===== src/rtl/alu_operand_regfile_if.sv =====
// Operand-fetch bus between the decode stage and the ALU register file.
interface alu_operand_regfile_if #(
  parameter int unsigned DW = 8,
  parameter int unsigned AW = 3
);

  logic [AW-1:0] rd_addr_a;
  logic [AW-1:0] rd_addr_b;
  logic [DW-1:0] data_a;
  logic [DW-1:0] data_b;
  logic          wr_en;
  logic [AW-1:0] wr_addr;
  logic [DW-1:0] wr_data;
  logic          flags_en;
  logic [2:0]    flags_in;
  logic          flags_clr;
  logic [2:0]    flags_out;
  logic          carry_out;

  // Decode/ALU side: issues addresses, writes and flag updates
  modport master (
    output rd_addr_a, rd_addr_b, wr_en, wr_addr, wr_data,
    output flags_en, flags_in, flags_clr,
    input  data_a, data_b, flags_out, carry_out
  );

  // Register-file side
  modport slave (
    input  rd_addr_a, rd_addr_b, wr_en, wr_addr, wr_data,
    input  flags_en, flags_in, flags_clr,
    output data_a, data_b, flags_out, carry_out
  );

endinterface


===== src/rtl/alu_operand_regfile.sv =====
// ALU operand register file: two async read ports with write bypass,
// one sync write port, and the {c,n,z} condition-flag register.
module alu_operand_regfile #(
  parameter int unsigned DW = 8,
  parameter int unsigned AW = 3
) (
  input  logic                  clk,
  input  logic                  reset,
  alu_operand_regfile_if.slave  bus
);

  localparam int unsigned NREGS = 2 ** AW;
  localparam int unsigned FW    = 3;

  logic [DW-1:0] regs_q [NREGS];
  logic [DW-1:0] regs_d [NREGS];
  logic [FW-1:0] flags_q;
  logic [FW-1:0] flags_d;

  // Next array state: single write port, any register including r0
  always_comb begin
    for (int unsigned i = 0; i < NREGS; i++) begin
      regs_d[i] = regs_q[i];
    end
    if (bus.wr_en) begin
      regs_d[bus.wr_addr] = bus.wr_data;
    end
  end

  // Next flag state: clear beats capture beats hold
  always_comb begin
    flags_d = flags_q;
    if (bus.flags_clr) begin
      flags_d = '0;
    end else if (bus.flags_en) begin
      flags_d = bus.flags_in;
    end
  end

  // Array register; reset wins over any pending write
  always_ff @(posedge clk) begin
    for (int unsigned i = 0; i < NREGS; i++) begin
      if (reset) begin
        regs_q[i] <= '0;
      end else begin
        regs_q[i] <= regs_d[i];
      end
    end
  end

  // Flag register; reset wins over clear and capture
  always_ff @(posedge clk) begin
    if (reset) begin
      flags_q <= '0;
    end else begin
      flags_q <= flags_d;
    end
  end

  // Read ports forward same-cycle write data so dependent ops need no stall
  always_comb begin
    bus.data_a = regs_q[bus.rd_addr_a];
    bus.data_b = regs_q[bus.rd_addr_b];
    if (!reset && bus.wr_en && (bus.wr_addr == bus.rd_addr_a)) begin
      bus.data_a = bus.wr_data;
    end
    if (!reset && bus.wr_en && (bus.wr_addr == bus.rd_addr_b)) begin
      bus.data_b = bus.wr_data;
    end
  end

  // Flags are only ever seen from the register, never bypassed
  always_comb begin
    bus.flags_out = flags_q;
    bus.carry_out = flags_q[2];
  end

endmodule

===== src/flat_wrapper.sv =====
// flat-port wrapper written by rule: the top's interface ports become plain ports
module alu_operand_regfile_flat 
#(
  parameter int unsigned DW = 8,
  parameter int unsigned AW = 3
)
  (clk, reset, bus_rd_addr_a, bus_rd_addr_b, bus_wr_en, bus_wr_addr, bus_wr_data, bus_flags_en, bus_flags_in, bus_flags_clr, bus_data_a, bus_data_b, bus_flags_out, bus_carry_out);
  alu_operand_regfile_if #(.DW(DW), .AW(AW)) bus_i ();
  input  logic clk;
  input  logic reset;
  input wire logic [$bits(bus_i.rd_addr_a)-1:0] bus_rd_addr_a;
  input wire logic [$bits(bus_i.rd_addr_b)-1:0] bus_rd_addr_b;
  input wire logic [$bits(bus_i.wr_en)-1:0] bus_wr_en;
  input wire logic [$bits(bus_i.wr_addr)-1:0] bus_wr_addr;
  input wire logic [$bits(bus_i.wr_data)-1:0] bus_wr_data;
  input wire logic [$bits(bus_i.flags_en)-1:0] bus_flags_en;
  input wire logic [$bits(bus_i.flags_in)-1:0] bus_flags_in;
  input wire logic [$bits(bus_i.flags_clr)-1:0] bus_flags_clr;
  output wire logic [$bits(bus_i.data_a)-1:0] bus_data_a;
  output wire logic [$bits(bus_i.data_b)-1:0] bus_data_b;
  output wire logic [$bits(bus_i.flags_out)-1:0] bus_flags_out;
  output wire logic [$bits(bus_i.carry_out)-1:0] bus_carry_out;
  assign bus_i.rd_addr_a = bus_rd_addr_a;
  assign bus_i.rd_addr_b = bus_rd_addr_b;
  assign bus_i.wr_en = bus_wr_en;
  assign bus_i.wr_addr = bus_wr_addr;
  assign bus_i.wr_data = bus_wr_data;
  assign bus_i.flags_en = bus_flags_en;
  assign bus_i.flags_in = bus_flags_in;
  assign bus_i.flags_clr = bus_flags_clr;
  assign bus_data_a = bus_i.data_a;
  assign bus_data_b = bus_i.data_b;
  assign bus_flags_out = bus_i.flags_out;
  assign bus_carry_out = bus_i.carry_out;
  alu_operand_regfile #(.DW(DW), .AW(AW)) u_core (.clk(clk), .reset(reset), .bus(bus_i));
endmodule

===== config.mk =====
export PLATFORM = sky130hd
export DESIGN_NAME = alu_operand_regfile_flat
export DESIGN_NICKNAME = d
export VERILOG_FILES = /design/src/rtl/alu_operand_regfile_if.sv /design/src/rtl/alu_operand_regfile.sv /design/src/flat_wrapper.sv
export SDC_FILE = /design/constraint.sdc
export NUM_CORES = 1
export LEC_CHECK = 0
export ABC_AREA = 1
export BUFFER_PORTS_ARGS = -buffer_cell sky130_fd_sc_hd__buf_2
export CORE_MARGIN = 1
export CORE_UTILIZATION = 45
export CTS_BUF_LIST = sky130_fd_sc_hd__clkbuf_16
export CTS_CLUSTER_DIAMETER = 80
export DETAILED_ROUTE_END_ITERATION = 7
export PLACE_DENSITY = 0.72
export SYNTH_ARGS = -nofsm -noshare
export SYNTH_HDL_FRONTEND = slang
export SYNTH_SLANG_ARGS = --single-unit

===== constraint.sdc =====
create_clock -name clk -period 1.2 [get_ports clk]
set_input_delay 0.12 -clock clk [delete_from_list [all_inputs] [get_ports clk]]
set_output_delay 0.12 -clock clk [all_outputs]
set_load 0.005 [all_outputs]

# Word-level counts from Yosys, hierarchy flattened
# Memories as Yosys holds them, arrays and structs flattened.
# Index checks and enable logic that the tools add are counted.
dict set report word_totals {
  rom_bits 0
  wordCells 38
  latch_bits 0
  register_bits 3
  ram_bits 64
  n_memories 1
}
# memory depth word_bits rd rd_clocked_by_memory_dff write_ports line_no
set memory_table {}
lappend memory_table {u_core.regs_q 8 8 10 0 8 alu_operand_regfile.sv:15} ;# logic [DW-1:0] regs_q [NREGS];
dict set report op_classes {
  magnitude_cmp 2
  n_eq_ne 2
  n_addsub 0
  muxes 17
  reduce_logical 6
  div_mod_pow 0
  multipliers 0
  bitwise_logic 9
  shifts 0
}
# operator n
set op_table {}
lappend op_table {{8-bit two-way mux} 11}
lappend op_table {{64-bit bitwise mux} 1}
lappend op_table {{64-bit two-way mux} 1}
lappend op_table {{8-bit demux with 3-bit select} 1}
lappend op_table {{1-bit OR} 8}
lappend op_table {{3-bit == test} 2}
lappend op_table {{4-bit >= comparator, second input constant} 1}
lappend op_table {{1-bit logical AND} 4}
lappend op_table {{4-bit by 1-bit less-than comparator with 1-bit output, second input constant} 1}
lappend op_table {{3-bit NOT with 4-bit output} 1}
lappend op_table {{1-bit two-way mux} 3}
lappend op_table {{2-bit OR reduction} 1}
lappend op_table {{1-bit zero test} 1}

# Depth between registers and ports, before layout
dict set report depth {
  ltp_word 8
  depth_mapped 9
  mapped_depth_nobuf 8
}

# Least setup slack after synthesis
# Ideal clock, no wire load.
dict set report synth_timing {
  path_type {input port to output port}
  from {input bus_rd_addr_b[1]}
  to {output bus_data_b[6]}
  t_arrival_ns 0.866
  setup_slack_ns 0.214
  required_ns 1.080
  n_path_buf 1
  cell_stages 9
  cell_sequence {buf_2 inv_2 nand2_1 nand2_2 nor2_4 nand2_4 clkinv_4 nand2_1 nand2_1}
}
dict set report synth_between {
  elab_chain_len 3
}
# element line_no
set synth_rtl {}
lappend synth_rtl {{start, declared} flat_wrapper.sv:12} ;# input wire logic [$bits(bus_i.rd_addr_b)-1:0] bus_rd_addr_b;
lappend synth_rtl {{parallel branches: the longest is 2 deep, another holds memory 8 x 8 bit} --}
lappend synth_rtl {{8-bit two-way mux (*)} alu_operand_regfile.sv:67} ;# if (!reset && bus.wr_en && (bus.wr_addr == bus.rd_addr_b)) begin
lappend synth_rtl {{end, declared} flat_wrapper.sv:20} ;# output wire logic [$bits(bus_i.data_b)-1:0] bus_data_b;
# Mark *: on every way between the ends.

==> impl.org <==
** Power and ir drop
- Worst VDD drop :: 0.9227 mV
- In this run the static leakage power is 0.002602 uW.
- Power per Cell Area :: 1279 nW/um^2

** Floorplanning
- From bottom edge to top edge, the die measures 98.67 um.
- 45 I/O pins were placed.
- The initial utilization of the core area, before any placement, comes to 0.4730.
- The die is 98.67 um wide.
- Die ar. :: 9736 um^2
- Site row count :: 34
- Total core area :: 8891 um^2

** Routing
- Number of search-and-repair iterations in the first detailed-routing pass :: 8
- For this run, design rule violations remaining after detail routing come to 0.
- Via density :: 5.672
- In this run the remaining antenna-violating nets after routing total 0.
- Routed wire per std cell :: 16.73 um
- Number of design-rule violations left by the first detailed-router iteration :: 338
- For this block, the routed nets add up to 13.67 mm of wire.
- Vias post-DR :: 4,634

** STA
- Final-layout setup total negative slack :: -2.020 ns
- Achievable clock frequency :: 722.2 MHz
- Setup violations remaining at the end of the flow were counted as 16.
- Dividing the final minimum period by the clock period gives 1.154.
- Max Transition Viols Final :: 0
- Shortest period the worst path allows :: 1.385 ns
- Final Hold Fails :: 0
- After layout, the worst setup slack is -0.1846 ns.
- Slew at the pin closest to its max-slew limit :: 0.4081 ns
- Setup repair after global routing could not meet its margin everywhere.
- In this run the tightest slew margin relative to its limit is 0.7270.
- Final worst clock skew :: 0 ns

** Layout
- Number of standard cells in the final layout excluding fillers :: 817
- Counting the fill cells in the layout gives 784.
- From synthesis to final layout, the design area changed by 33.53%.
- Fraction of layout instances using a drive strength above 1 :: 0.5664
- The net count of the finished layout is 728.
- After routing the design area is 5615 um^2.

** Placed design
- GPL Wtd Cong :: 0.9353
- Placed wire-length estimate :: 8.774 mm
- Total of buffers placed on input and output ports :: 44
- Count of placed standard cells including taps :: 778
- Post-placement worst setup slack :: -0.1005 ns
- Area after detailed placement :: 4489 um^2

** Clock tree
- TritonCTS built the clock tree.
- In this run, CTS created clock tree buffers numbering 9.
- The cell sitting at the root of the clock tree is a clkbuf_16.
- Clock tree sinks :: 67
- At the later pin of the worst-skew pair, clock insertion delay measures 0.33 ns.
- Clock-pin slew on the worst setup and hold paths :: 0.06 ns
- Clock Path Buffers :: 2
- In this run, post-CTS hold repair placed 0 buffers.
- The H-tree generated during clock tree synthesis spans 3 levels.

** Synth
- Count of synthesis-stage warnings from yosys :: 0
- Library cell with the largest summed area after synthesis :: dfxtp_1
- Dividing the synthesized area by the synthesized cell count gives 6.520 um^2.
- Gate count after technology mapping :: 645
- The share of synthesized area in the top cell type comes to 0.3190.
- After synthesis, the share of flip-flops with an asynchronous set or reset is 0.
- For this run, the register share of the synthesized area comes to 0.3190.
- Post-Syn Nets :: 670
- Synthesis inferred 67 register bits.
- Yosys cell types :: 21
- Yosys mapped a number of flops with a built-in enable equal to 0.
- Commonest cells post-synth :: nand2_1 (183), nand3_1 (110), dfxtp_1 (67), inv_1 (67), a21oi_1 (45)
- For this run, the leading register cell type out of synthesis is dfxtp_1.
- After synthesis, the cell types taking the most area are dfxtp_1 (32%), nand2_1 (16%), nand3_1 (13%).
- nand2_1 is the most common cell in the netlist.
- Cell area after synthesis :: 4205 um^2

** Critical path
- Highest-delay cell along the critical path :: dfxtp_2
- Launching element type of the critical path :: flip-flop
- Largest stage delay, worst path :: 0.31 ns
- Critical path required time :: 1.08 ns
- Ordered cell list for the critical path :: inv_2 > nand2_1 > nand3_1 > nand3_1 > nand3_2 > nand2_2 > buf_2
- The most numerous cell type found on the critical path is nand3_1.
- The worst setup path is captured at an output pin.
- Peak fanout along the critical path :: 3
- Top Family by Delay on Critical Path :: simple AND/OR/NAND/NOR gates
- For the worst flop-to-flop path, the logic depth is 4.
- Together, buffers and inverters on the worst path number 2.
- Arrival time of the worst setup path :: 1.26 ns
- Flop-to-flop setup slack :: 0.42 ns
- The worst register-to-register path ends at u_core.regs_q[1][4].
- Crit path kind :: flip-flop to output pin
- Reg-to-reg critical path startpoint :: u_core.regs_q[1][4]

** Worst hold path
- Hold depth :: 3
- Worst Min Path Start :: bus_flags_in[1]
- Type of the worst min-delay path :: input port to flip-flop
- For hold timing, the worst endpoint is u_core.bus.flags_out[1].

** Global route
- The number of antenna violations at the first check in global routing came to 2.
- Pin count of the biggest net entering global routing :: 65
- The first global-routing pass estimated 20.49 mm of wire.
- Total track usage :: 0.2685
- Overflow left after global routing :: 0
- Via count of the first global-routing pass :: 4,298

** Status
- Outcome :: finished with violations
- Violations in the final reports :: negative setup slack

** Run
- Across the run, the number of max-cap violations was 0.
## report_power, final
part	switching (uW)	leakage [uW]	total (uW)	internal [uW]
Clock	1030	0.000188	3480	2450
Combinational	844	0.00185	1350	506
Sequential	36.2	0.000569	2350	2320
Total	1910	0.00260	7180	5270
## layout by cell type (no fill, tap or decap), drive strengths merged
| cell type | synthesis | routed |
|---|---|---|
| a21oi | 67 | 67 |
| buf | 40 | 93 |
| bufinv | 0 | 5 |
| clkbuf | 6 | 9 |
| clkinv | 2 | 3 |
| dfxtp | 67 | 67 |
| diode | 0 | 1 |
| inv | 78 | 79 |
| nand2 | 196 | 196 |
| nand3 | 110 | 110 |
| nor2 | 15 | 15 |
| o21ai | 64 | 64 |
## worst min-delay path: stages
cell and delay, ns:
buf_2 0.10, nand2_1 0.05, a21oi_1 0.05
## state kept, by name (all words and copies together), names as in the netlist
register and flops:
u_core.bus.flags_out 3, u_core.regs_q 64
## timing repair
item                                    4_1_cts  5_1_grt
cloned                                        0        0
setup buffers                                12       10
pin swaps                                    55       59
resized for setup                           102      131
endpoints found under the setup margin       16       16
## kinds of logic after synthesis
logic type | count (synthesis) | synth area share
compound gates | 131 | 0.1818
flops | 67 | 0.3190
simple gates | 321 | 0.3442
buf+inv | 126 | 0.1550
## final cells by class
| class | instances | area, um^2 | area share |
|---|---|---|---|
| tap | 108 | 135.1 | 0.02406 |
| sequential | 67 | 1406 | 0.2504 |
| clock inverter | 7 | 162.7 | 0.02897 |
| clock buffer | 9 | 225.2 | 0.04011 |
| inverter | 80 | 315.3 | 0.05615 |
| timing repair buffer | 93 | 663.1 | 0.1181 |
| antenna | 1 | 2.502 | 0.0004456 |
| multi-input combinational | 452 | 2705 | 0.4817 |
## per-layer routing
metal  routed length, um  global-route usage  up-vias
li1                    -                   -     2193
met1                5540              0.3387     2137
met2                6398              0.4377      242
met3                1204             0.06879       60
met4                 517              0.1091        2
met5                  10                   0        -
## worst max path at each step
| stage | start | to | slack, ns | cells past startpoint |
|---|---|---|---|---|
| floorplan | bus_rd_addr_b[1] | bus_data_b[6] | 0.21 | 9 |
| global placement | bus_wr_en | bus_data_b[5] | -0.1 | 10 |
| detailed placement | bus_wr_en | bus_data_b[5] | -0.10 | 10 |
| CTS | u_core.regs_q[0][0] | bus_data_b[0] | -0.13 | 7 |
| global route | u_core.regs_q[0][4] | bus_data_a[4] | -0.26 | 7 |
| finish | u_core.regs_q[0][4] | bus_data_a[4] | -0.18 | 7 |
## metrics by stage
step | power, uW | hold WS [ns] | utilization
global placement | 3428 | 0.3691 | 0.5049
finish | 7184 | 0.04117 | 0.6316
floorplan | 3126 | 0.2588 | -
detailed placement | 3459 | 0.3839 | 0.5049
global route | 7419 | 0.04727 | 0.6313
CTS | 6982 | 0.03756 | 0.5757
Power figures use the tool's default switching activity.
